[config.mk]
export PLATFORM = sky130hd
export DESIGN_NAME = dmem_bridge
export DESIGN_NICKNAME = d
export VERILOG_FILES = /design/src/rtl/dmem_bridge.sv
export SDC_FILE = /design/constraint.sdc
export NUM_CORES = 1
export LEC_CHECK = 0
export BUFFER_PORTS_ARGS = -buffer_cell sky130_fd_sc_hd__buf_2
export CELL_PAD_IN_SITES_DETAIL_PLACEMENT = 1
export CELL_PAD_IN_SITES_GLOBAL_PLACEMENT = 2
export CORE_AREA = 4 4 112 157
export DETAILED_ROUTE_END_ITERATION = 8
export DIE_AREA = 0 0 116 161
export GPL_ROUTABILITY_DRIVEN = 0
export PLACE_DENSITY_LB_ADDON = 0.08
export SYNTH_ARGS = -nofsm -noshare
export SYNTH_HDL_FRONTEND = slang
export SYNTH_SLANG_ARGS = --single-unit
[constraint.sdc]
create_clock -name clk -period 2 [get_ports clk]
set_input_delay 0.2 -clock clk [delete_from_list [all_inputs] [get_ports clk]]
set_output_delay 0.2 -clock clk [all_outputs]
set_load 0.05 [all_outputs]
[src/rtl/dmem_bridge.sv]
// dmem_bridge: runs each M-stage load/store as exactly one transaction on a split
// req/addr_ok/data_ok SRAM-like bus, buffers the read word, and holds the
// pipeline with mem_stall until the access is complete.
module dmem_bridge (
  input  logic        clk,
  input  logic        rst,
  input  logic        mem_en,
  input  logic [3:0]  mem_wmask,
  input  logic [31:0] mem_addr,
  input  logic [31:0] mem_wdata,
  input  logic        ext_stall,
  output logic [31:0] mem_rdata,
  output logic        mem_stall,
  output logic        data_req,
  output logic        data_wr,
  output logic [1:0]  data_size,
  output logic [31:0] data_addr,
  output logic [31:0] data_wdata,
  input  logic        data_addr_ok,
  input  logic        data_data_ok,
  input  logic [31:0] data_rdata
);

  typedef enum logic [1:0] {
    IDLE = 2'd0,  // nothing outstanding
    REQ  = 2'd1,  // request on the bus, waiting for addr_ok
    WAIT = 2'd2,  // accepted, waiting for data_ok
    DONE = 2'd3   // complete, waiting for the pipeline to advance
  } state_t;

  state_t     state;
  state_t     state_nxt;
  logic       start;
  logic       capture;
  logic [1:0] enc_size;
  logic [1:0] enc_off;

  // The byte offset on the bus is implied by the write mask (and is zero for
  // loads), so the incoming low address bits are intentionally dropped.
  logic addr_lo_unused;
  assign addr_lo_unused = ^mem_addr[1:0];

  // State register
  always_ff @(posedge clk) begin
    if (!rst) state <= IDLE;
    else      state <= state_nxt;
  end

  // Next-state logic; mem_en only matters in IDLE because the pipeline is frozen elsewhere
  always_comb begin
    state_nxt = state;
    unique case (state)
      IDLE: if (mem_en) state_nxt = REQ;
      REQ: begin
        if (data_addr_ok && data_data_ok) state_nxt = DONE;
        else if (data_addr_ok)            state_nxt = WAIT;
      end
      WAIT: if (data_data_ok) state_nxt = DONE;
      DONE: if (!ext_stall)   state_nxt = IDLE;
    endcase
  end

  // Outputs decoded from the current state
  always_comb begin
    data_req  = (state == REQ);
    mem_stall = mem_en && (state != DONE);
    start     = (state == IDLE) && mem_en;
    capture   = ((state == REQ) && data_addr_ok && data_data_ok) ||
                ((state == WAIT) && data_data_ok);
  end

  // Translate the write mask into bus size and byte offset; odd masks fall back to a word write
  always_comb begin
    enc_size = 2'd2;
    enc_off  = 2'd0;
    unique case (mem_wmask)
      4'b0001: begin enc_size = 2'd0; enc_off = 2'd0; end
      4'b0010: begin enc_size = 2'd0; enc_off = 2'd1; end
      4'b0100: begin enc_size = 2'd0; enc_off = 2'd2; end
      4'b1000: begin enc_size = 2'd0; enc_off = 2'd3; end
      4'b0011: begin enc_size = 2'd1; enc_off = 2'd0; end
      4'b1100: begin enc_size = 2'd1; enc_off = 2'd2; end
      default: begin enc_size = 2'd2; enc_off = 2'd0; end
    endcase
  end

  // Request fields are latched once at issue and held stable for the whole transaction
  always_ff @(posedge clk) begin
    if (!rst) begin
      data_wr    <= 1'b0;
      data_size  <= 2'd0;
      data_addr  <= 32'd0;
      data_wdata <= 32'd0;
    end else if (start) begin
      data_wr    <= |mem_wmask;
      data_size  <= enc_size;
      data_addr  <= {mem_addr[31:2], enc_off};
      data_wdata <= mem_wdata;
    end
  end

  // Read buffer: only load completions update it, so it survives stores and external stalls
  always_ff @(posedge clk) begin
    if (!rst)                     mem_rdata <= 32'd0;
    else if (capture && !data_wr) mem_rdata <= data_rdata;
  end

endmodule

==> results of run 1 <==
path summary, 6_finish.rpt:
check	slack [ps]	cells past startpoint	from	end
setup reg to reg	240	7	state[1]$_SDFFE_PN0P_	mem_rdata[5]$_SDFFE_PN0P_
hold / removal	80	3	mem_addr[20]	data_addr[20]$_SDFFE_PN0P_
hold reg to reg	450	2	data_wdata[18]$_SDFFE_PN0P_	data_wdata[18]$_SDFFE_PN0P_
setup / recovery	240	7	state[1]$_SDFFE_PN0P_	mem_rdata[5]$_SDFFE_PN0P_
repair_timing:
action	in CTS	in global routing
pin swaps	1	1
gates resized for setup	0	3
buffers inserted	0	4
endpoints found under the setup margin	9	32
gates cloned	1	0
registers in the layout, summed over array words and instances, names as in the netlist:
register and cells:
data_addr 32, data_wdata 32, mem_rdata 32, data_size 2, state 2, data_wr 1
cell families after synthesis:
logic type	after synthesis	share of synthesized area [%]
AO/OA/AOI/OAI	108	14.95
XOR/XNOR	1	0.2379
adder cells (fa/ha/maj)	5	1.699
buffers and inverters	36	5.504
flip-flops	101	54.91
multiplexers	1	0.2718
AND/OR/NAND/NOR	208	22.43
layout make-up:
| class | instances | area, um^2 | area share, % |
|---|---|---|---|
| well taps | 199 | 249.0 | 4.711 |
| flip-flops and latches | 101 | 2022 | 38.26 |
| inverters | 4 | 16.27 | 0.3078 |
| multi-input cells | 324 | 1490 | 28.20 |
| clock buffers | 11 | 232.7 | 4.403 |
| repair buffers | 224 | 1225 | 23.18 |
| clock inverters | 4 | 50.05 | 0.9470 |
layer usage:
metal | global-route usage (%) | share of wire, % | up-vias
met5 | 0 | 0 | -
met4 | 4.116 | 1.1 | 0
met3 | 4.723 | 8.5 | 10
met2 | 24.44 | 52 | 115
met1 | 15.47 | 39 | 1717
li1 | - | - | 1895
power groups by stage:
stage	clock network, mW	logic [mW]	registers [mW]
floorplan	0	0.994	3.64
global placement	0	2.88	2.54
detailed placement	0	2.94	2.56
CTS	1.82	2.96	2.52
global route	1.90	3.19	2.56
finish	1.73	2.93	2.51
worst min-delay path, delay by kind of cell:
family	cells	cell delay (ps)
buf+inv	1	90
simple gates	1	40
compound gates	1	50
Yosys cell counts (2+ instances only):
library cell	n	area [um^2]
nor2_1	6	22.52
clkbuf_1	14	52.55
a21oi_1	101	505.5
buf_2	9	45.04
ha_1	5	62.56
buf_6	7	78.83
dfxtp_1	101	2022
o21ai_0	3	15.01
a31oi_1	2	12.51
nor4_1	3	18.77
nand2_1	188	705.7
nand2_2	4	25.02
inv_1	3	11.26
per-stage QoR:
step                      instance area (um^2)  worst slack, ps
after global placement                    4946           -61.74
after detailed placement                  4946           -154.4
after global routing                      5285            55.60
after floorplan                           3682            23.80
final                                     5285            238.4
after CTS                                 5241            11.64
==> summary.md, run 1 <==
| Metric | Value |
|---|---|
| CTS Sinks | 101 |
| Int Power | 4.099 mW |
| Top-level I/O count | 207 |
| Status | finished, final reports clean |
| Max-slew headroom | 60.74% |
| Seq/Total Area, Yosys | 54.91% |
| CP delay by family, top | compound AO/OA/AOI/OAI gates |
| CTS tree | built |
| Num rows | 55 |
| Root buffer cell | clkbuf_16 |
| Core region area | 16100 um^2 |
| Clk_lat worst skew | 350 ps |
| DRC | 0 |
| Inserted Diodes | 0 |
| I/O Buffers | 204 |
| Reg clk slew, reported paths | 70 ps |
| P_sw | 3.079 mW |
| Power density cells | 1358 nW/um^2 |
| Vias in the first global route | 3853 |
| Mapped Cells | 460 |
| Unrepaired setup endpoints after global routing | no |
| Slowest cell on the critical path | dfxtp_1 |
| Antenna violations before repair | 0 |
| WP buf/inv | 2 |
| Share of cells above drive strength 1 | 36.98% |
| Post-DRT Antenna Nets | 0 |
| Largest vdd supply drop | 438.1 uV |
| Slew @ Worst Pin | 588.3 ps |
| Combinational share of power | 40.8% |
| Post-synth EDFFs | 0 |
| Crit. End Element | register |
| Fin. Hold Viols | 0 |
| Max Fclk | 0.5677 GHz |
| Largest net degree at the start of global routing | 51 |
| Synth cell types | 27 |
| Area growth syn-to-layout | 43.53% |
| Fillers | 2029 |
| Num CTS Buffers | 9 |
| Syn Std Cell Area | 3682 um^2 |
| Die area | 18680 um^2 |
| Required @ worst endpoint | 2280 ps |
| Hpwl dp | 9.482 mm |
| DIE WIDTH | 116 um |
| Hold WS | 84.94 ps |
| Total global routing overflow | 0 |
| Inst Count DP | 847 |
| Most common cell after layout, fill and taps aside | buf_2 |
| GRT Total Usage | 13.82% |
| Fin crit period | 1762 ps |
| Sequential share of power | 35.0% |
| H-tree depth | 3 |
| Design Power | 7.178 mW |
| Final Cycle Share | 88.08% |
| Via density | 4.310 |
| CP Class | register to register |
| First-pass GRT wire length | 20.27 mm |
| CP cell instances | inv_1 -> ha_1 -> a21oi_2 -> or3b_1 -> buf_6 -> nand2_1 -> a21oi_1 |
| Synthesized flop and latch total | 101 |
| Cell Count, Final, Fillers Out | 867 |
| # Max-Cap Violations | 0 |
| Critical Path Fanout Max | 32 |
| Clock power share | 24.1% |
| Switching part of the total | 42.89% |
| Setup_tns | 0 ps |
| Commonest non-fill, non-tap cells in the layout | buf_2 (204), nand2_1 (187), dfxtp_1 (101) |
| Fin util | 32.82% |
| DR WL/cell | 14.98 um |
| Async set-reset flop share out of synthesis | 0% |
| Max-slew violations | 0 |
| Crit path arrival time | 2040 ps |
| Die Span Y | 161 um |
| Routed wire length | 12.99 mm |
| Mapped Avg Cell Area | 8.005 um^2 |
| Clock tree buffer depth | 2 |
| Iter 0 DRT Violations | 93 |
| Final setup skew | 5.539 ps |
| Hold_buf cts | 0 |
| Starting Density | 22.87% |
| Routed vias | 3737 |
| Final nets | 775 |
| Synth Flop Type | dfxtp_1 |
| Pleak | 2.453 nW |
| DRT Pass-1 Iters | 4 |
| Crit-path max cell delay | 380 ps |
| CP Launch Type | register |
| Yosys warning total | 0 |
| Syn Nets | 571 |
| Finish-stage setup viols | 0 |
| Hold Path Class | input port to register |
Note: power is estimated with default switching activity, not from simulation.
==> run 2, diff against run 1 <==
--- a/config.mk
+++ b/config.mk
@@ -8,9 +8,9 @@
 export BUFFER_PORTS_ARGS = -buffer_cell sky130_fd_sc_hd__buf_2
 export CELL_PAD_IN_SITES_DETAIL_PLACEMENT = 1
 export CELL_PAD_IN_SITES_GLOBAL_PLACEMENT = 2
-export CORE_AREA = 4 4 112 157
+export CORE_AREA = 2 2 110 155
 export DETAILED_ROUTE_END_ITERATION = 8
-export DIE_AREA = 0 0 116 161
+export DIE_AREA = 0 0 112 157
 export GPL_ROUTABILITY_DRIVEN = 0
 export PLACE_DENSITY_LB_ADDON = 0.08
 export SYNTH_ARGS = -nofsm -noshare
==> run 2 against run 1 <==
  * Via count is 0.43% higher
  * Highest routed layer unchanged
  * Clock power up 4%
  * Die area shrank 5.8%
  * Final cell count is 1.2% lower
  * First-iteration DRC count grew 76%
  * Hold slack worse by 5.3 ps
==> summary.md, run 2 (synthesized netlist as in run 1, its figures left out) <==
| Metric | Value |
|---|---|
| Status | finished, final reports clean (unchanged) |
| Slowest cell on the critical path | dfxtp_1 (unchanged) |
| Antenna violations before repair | 0 (unchanged) |
| Final nets | 765 (was 775) |
| H-tree depth | 3 (unchanged) |
| Num CTS Buffers | 9 (unchanged) |
| Post-DRT Antenna Nets | 0 (unchanged) |
| Root buffer cell | clkbuf_16 (unchanged) |
| Hold Path Class | input port to register (unchanged) |
| Pleak | 2.414 nW (was 2.453 nW) |
| Core region area | 16100 um^2 (unchanged) |
| Most used cell, CP | a21oi_1 |
| Power density cells | 1369 nW/um^2 (was 1358 nW/um^2) |
| Die Span Y | 157 um (was 161 um) |
| Cell Count, Final, Fillers Out | 857 (was 867) |
| Vias in the first global route | 3834 (was 3853) |
| Via density | 4.379 (was 4.310) |
| Inst Count DP | 842 (was 847) |
| CP delay by family, top | compound AO/OA/AOI/OAI gates (unchanged) |
| Clk_lat worst skew | 350 ps (about the same) |
| Num rows | 55 (unchanged) |
| Fin. Hold Viols | 0 (unchanged) |
| Routed wire length | 12.34 mm (was 12.99 mm) |
| DIE WIDTH | 112 um (was 116 um) |
| Most common cell after layout, fill and taps aside | buf_2 (unchanged) |
| Clock tree buffer depth | 2 (unchanged) |
| Crit path arrival time | 2010 ps (was 2040 ps) |
| Crit. End Element | register (unchanged) |
| Setup_tns | 0 ps (unchanged) |
| WP buf/inv | 2 (unchanged) |
| # Max-Cap Violations | 0 (unchanged) |
| Hold_buf cts | 0 (unchanged) |
| I/O Buffers | 204 (unchanged) |
| Routed vias | 3753 (was 3737) |
| Fin crit period | 1730 ps (was 1762 ps) |
| Share of cells above drive strength 1 | 36.02% (was 36.98%) |
| DR WL/cell | 14.40 um (was 14.98 um) |
| CP cell instances | inv_1 -> ha_1 -> a21oi_1 -> or3b_1 -> buf_12 -> nand2_1 -> a21oi_1 (was inv_1 -> ha_1 -> a21oi_2 -> or3b_1 -> buf_6 -> nand2_1 -> a21oi_1) |
| CP Class | register to register (unchanged) |
| Total global routing overflow | 0 (unchanged) |
| Hpwl dp | 9.171 mm (was 9.482 mm) |
| Biggest regs | data_addr: 32 flops, data_wdata: 32 flops, mem_rdata: 32 flops (unchanged) |
| Die area | 17580 um^2 (was 18680 um^2) |
| Crit-path max cell delay | 400 ps (was 380 ps) |
| Critical Path Fanout Max | 32 (unchanged) |
| Reg clk slew, reported paths | 70 ps (about the same) |
| Area growth syn-to-layout | 41.79% (was 43.53%) |
| DRC | 0 (unchanged) |
| CTS tree | built (unchanged) |
| # resized after CTS | 0 (unchanged) |
| Fillers | 2007 (was 2029) |
| # Post-CTS Setup Buffers | 0 (unchanged) |
| Finish-stage setup viols | 0 (unchanged) |
| DRT Pass-1 Iters | 4 (unchanged) |
| Largest net degree at the start of global routing | 47 (was 51) |
| Max-slew violations | 0 (unchanged) |
| Max-slew headroom | 64.44% (was 60.74%) |
| Commonest non-fill, non-tap cells in the layout | buf_2 (204), nand2_1 (187), a21oi_1 (101), dfxtp_1 (101), clkbuf_16 (9) (was buf_2 (204), nand2_1 (187), dfxtp_1 (101)) |
| Required @ worst endpoint | 2270 ps (was 2280 ps) |
| Slew @ Worst Pin | 533.4 ps (was 588.3 ps) |
| GRT Total Usage | 14.17% (was 13.82%) |
| Max Fclk | 0.5779 GHz (was 0.5677 GHz) |
| Largest vdd supply drop | 458.8 uV (was 438.1 uV) |
| CTS Sinks | 101 (unchanged) |
| Final Cycle Share | 86.51% (was 88.08%) |
| First-pass GRT wire length | 19.68 mm (was 20.27 mm) |
| Final setup skew | 10.50 ps (was 5.539 ps) |
| Starting Density | 22.87% (unchanged) |
| CP Launch Type | register (unchanged) |
| Unrepaired setup endpoints after global routing | no (unchanged) |
| Top-level I/O count | 207 (unchanged) |
| Inserted Diodes | 0 (unchanged) |
| Iter 0 DRT Violations | 164 (was 93) |
[run 2: worst paths after layout]
check,from,endpoint,slack [ps],cells after the start
max,state[1]$_SDFFE_PN0P_,mem_rdata[0]$_SDFFE_PN0P_,270,7
min,mem_wdata[24],data_wdata[24]$_SDFFE_PN0P_,80,3
max reg2reg,state[1]$_SDFFE_PN0P_,mem_rdata[0]$_SDFFE_PN0P_,270,7
min reg2reg,data_addr[20]$_SDFFE_PN0P_,data_addr[20]$_SDFFE_PN0P_,450,2
[run 2: per-layer routing]
metal | GRT usage, % | wire (um) | vias to the layer above
met5 | 0 | 0 | -
met4 | 5.226 | 167 | 0
met3 | 4.120 | 812 | 13
met2 | 25.19 | 6457 | 118
met1 | 16.13 | 4899 | 1751
li1 | - | - | 1871
[run 2: through the flow]
stage | hold WS [ps] | power, mW | setup WS [ps] | util [%] | instance area (um^2)
6_report | 79.61 | 7.146 | 269.7 | 32.42 | 5221
5_1_grt | 69.21 | 7.620 | 82.63 | 32.42 | 5221
4_1_cts | 61.20 | 7.313 | 255.0 | 32.42 | 5221
3_5_place_dp | 443.4 | 5.466 | 276.1 | 30.55 | 4920
3_3_place_gp | 439.0 | 5.398 | 365.2 | 30.55 | 4920
2_1_floorplan | 336.0 | 4.631 | 23.80 | - | 3682
[run 2: tightest hold or removal path, stage by stage]
cell     delay, ps
buf_2           90
nand2_1         40
a21oi_1         50
[run 2: power breakdown]
group | total (mW) | leakage [nW] | switching, mW | internal (mW)
registers | 2.51 | 0.825 | 0.168 | 2.34
clock network | 1.80 | 0.141 | 0.768 | 1.03
logic | 2.83 | 1.45 | 2.09 | 0.743
total | 7.15 | 2.41 | 3.03 | 4.12
[run 2: final cells by class]
type	count	area, um^2	area share [%]
multi-input combinational	323	1468	28.11
clock buffer	12	256.5	4.913
sequential	101	2022	38.73
inverter	4	15.01	0.2876
clock inverter	3	45.04	0.8627
timing repair buffer	215	1166	22.33
tap	199	249.0	4.769
==> run 3, diff against run 2 <==
--- a/config.mk
+++ b/config.mk
@@ -12,7 +12,7 @@
 export DETAILED_ROUTE_END_ITERATION = 8
 export DIE_AREA = 0 0 112 157
 export GPL_ROUTABILITY_DRIVEN = 0
-export PLACE_DENSITY_LB_ADDON = 0.08
+export PLACE_DENSITY = 0.79
 export SYNTH_ARGS = -nofsm -noshare
 export SYNTH_HDL_FRONTEND = slang
 export SYNTH_SLANG_ARGS = --single-unit
==> constraint.sdc (replaced) <==
create_clock -name clk -period 2 [get_ports clk]
set_input_delay 0.3 -clock clk [delete_from_list [all_inputs] [get_ports clk]]
set_output_delay 0.3 -clock clk [all_outputs]
set_load 0.05 [all_outputs]
==> run 3 against run 2 <==
  * Worst setup slack got worse by 34 ps
  * Power is 0.50% lower
  * Wire length fell by 0.36%
  * Largest power group unchanged
  * Critical path type unchanged
  * Non-clock buffer count decreased by 1
  * Global-route usage fell by 0.12 points
==> summary.md, run 3 (synthesized netlist as in run 1, its figures left out) <==
| Metric | Value |
|---|---|
| Status | finished, final reports clean (unchanged) |
| Area occupied by multi-input gates | 1468 um^2 (unchanged) |
| Hold_buf cts | 0 (unchanged) |
| Routed wire length | 12.29 mm (was 12.34 mm) |
| DR WL/cell | 14.33 um (was 14.40 um) |
| Max-slew headroom | 65.12% (was 64.44%) |
| Clock tree buffer depth | 2 (unchanged) |
| Required @ worst endpoint | 2290 ps (was 2270 ps) |
| Cell Count, Final, Fillers Out | 858 (was 857) |
| # Max-Cap Violations | 0 (unchanged) |
| Routed vias | 3794 (was 3753) |
| Inst Count DP | 841 (was 842) |
| Hpwl dp | 9.165 mm (was 9.171 mm) |
| Num CTS Buffers | 9 (unchanged) |
| Pleak | 2.414 nW (about the same) |
| Final Cycle Share | 88.22% (was 86.51%) |
| DP Area | 4937 um^2 (was 4920 um^2) |
| Fin crit period | 1764 ps (was 1730 ps) |
| Largest vdd supply drop | 662.5 uV (was 458.8 uV) |
| GRT Total Usage | 14.06% (was 14.17%) |
| Share of cells above drive strength 1 | 36.02% (unchanged) |
| Iter 0 DRT Violations | 157 (was 164) |
| Final nets | 764 (was 765) |
| CP Launch Type | register (unchanged) |
| Max Fclk | 0.5667 GHz (was 0.5779 GHz) |
| Commonest non-fill, non-tap cells in the layout | buf_2 (204), nand2_1 (187), a21oi_1 (101), dfxtp_1 (101), clkbuf_16 (9) (unchanged) |
| Reg area | 2022 um^2 (unchanged) |
| Num rows | 55 (unchanged) |
| CP Class | register to register (unchanged) |
| Vias in the first global route | 4021 (was 3834) |
| Top-level I/O count | 207 (unchanged) |
| Crit path arrival time | 2050 ps (was 2010 ps) |
| Slew @ Worst Pin | 522.5 ps (was 533.4 ps) |
| DIE WIDTH | 112 um (unchanged) |
| Most common cell after layout, fill and taps aside | buf_2 (unchanged) |
| Total global routing overflow | 0 (unchanged) |
| CTS Sinks | 101 (unchanged) |
| Fin. Hold Viols | 0 (unchanged) |
| Final setup skew | 6.025 ps (was 10.50 ps) |
| Hold Path Class | input port to register (unchanged) |
| Fillers | 1998 (was 2007) |
| DRT Pass-1 Iters | 4 (unchanged) |
| Biggest regs | data_addr: 32 flops, data_wdata: 32 flops, mem_rdata: 32 flops (unchanged) |
| # resized after CTS | 0 (unchanged) |
| Setup_tns | 0 ps (unchanged) |
| Finished Cell Area | 5233 um^2 (was 5221 um^2) |
| H-tree depth | 3 (unchanged) |
| Unrepaired setup endpoints after global routing | no (unchanged) |
| CTS tree | built (unchanged) |
| DRC | 0 (unchanged) |
| I/O Buffers | 204 (unchanged) |
| Clk_lat worst skew | 350 ps (about the same) |
| Max-slew violations | 0 (unchanged) |
| Critical Path Fanout Max | 32 (unchanged) |
| Power density cells | 1359 nW/um^2 (was 1369 nW/um^2) |
| Finish-stage setup viols | 0 (unchanged) |
| First-pass GRT wire length | 19.63 mm (was 19.68 mm) |
| Largest net degree at the start of global routing | 47 (unchanged) |
| Post-DRT Antenna Nets | 0 (unchanged) |
| Core region area | 16100 um^2 (unchanged) |
| Via density | 4.422 (was 4.379) |
| Reg clk slew, reported paths | 70 ps (about the same) |
| Antenna violations before repair | 2 (was 0) |
| Die area | 17580 um^2 (unchanged) |
| Crit. End Element | register (unchanged) |
| # Post-CTS Setup Buffers | 0 (unchanged) |
| Area growth syn-to-layout | 42.10% (was 41.79%) |
| Die Span Y | 157 um (unchanged) |
| Starting Density | 22.87% (unchanged) |
| Root buffer cell | clkbuf_16 (unchanged) |
run 3: cell count changes in the layout (fill, tap and decap cells not counted), sizes merged:
cell    change
clkinv      +3
clkbuf      -2
buf         -1
diode       +1
run 3: final cells by class:
type,instances,share of cell area [%]
well taps,199,4.758
repair buffers,214,22.62
multi-input cells,323,28.05
diodes,1,0.04782
inverters,4,0.2869
flip-flops and latches,101,38.64
clock buffers,10,4.376
clock inverters,6,1.220
run 3: metal layers:
layer	vias up	global-route usage, %	share of wire [%]
li1	1867	-	-
met1	1772	14.36	38
met3	25	3.466	5.7
met4	2	7.143	2.9
met5	-	0	0.13
met2	128	26.46	53
run 3: where the power goes:
| part | switching (mW) | total [mW] | internal [mW] |
|---|---|---|---|
| logic | 2.10 | 2.84 | 0.744 |
| registers | 0.176 | 2.52 | 2.34 |
| clock network | 0.777 | 1.75 | 0.968 |
| total | 3.05 | 7.11 | 4.06 |
run 3: final timing paths:
kind,endpoint,startpoint,cells past startpoint,slack [ps]
min,data_wdata[11]$_SDFFE_PN0P_,mem_wdata[11],3,180
min reg2reg,data_addr[6]$_SDFFE_PN0P_,data_addr[6]$_SDFFE_PN0P_,2,450
max reg2reg,mem_rdata[25]$_SDFFE_PN0P_,state[1]$_SDFFE_PN0P_,7,240
max,mem_rdata[25]$_SDFFE_PN0P_,state[1]$_SDFFE_PN0P_,7,240
run 3: through the flow:
stage	setup WS (ps)	total power [mW]	hold slack (ps)	util [%]
after floorplan	23.80	4.631	436.0	-
after global routing	68.60	7.552	174.1	32.49
after detailed placement	267.6	5.456	445.0	30.66
after global placement	371.2	5.356	439.0	30.66
final	235.6	7.111	178.8	32.49
after CTS	219.5	7.263	155.7	32.48
run 3: worst max-delay path, cell delays in order (launching register included):
cell and delay (ps):
dfxtp_1 410, inv_1 110, ha_1 240, a21oi_1 300, or3b_1 200, buf_12 200, nand2_1 80, a21oi_1 140
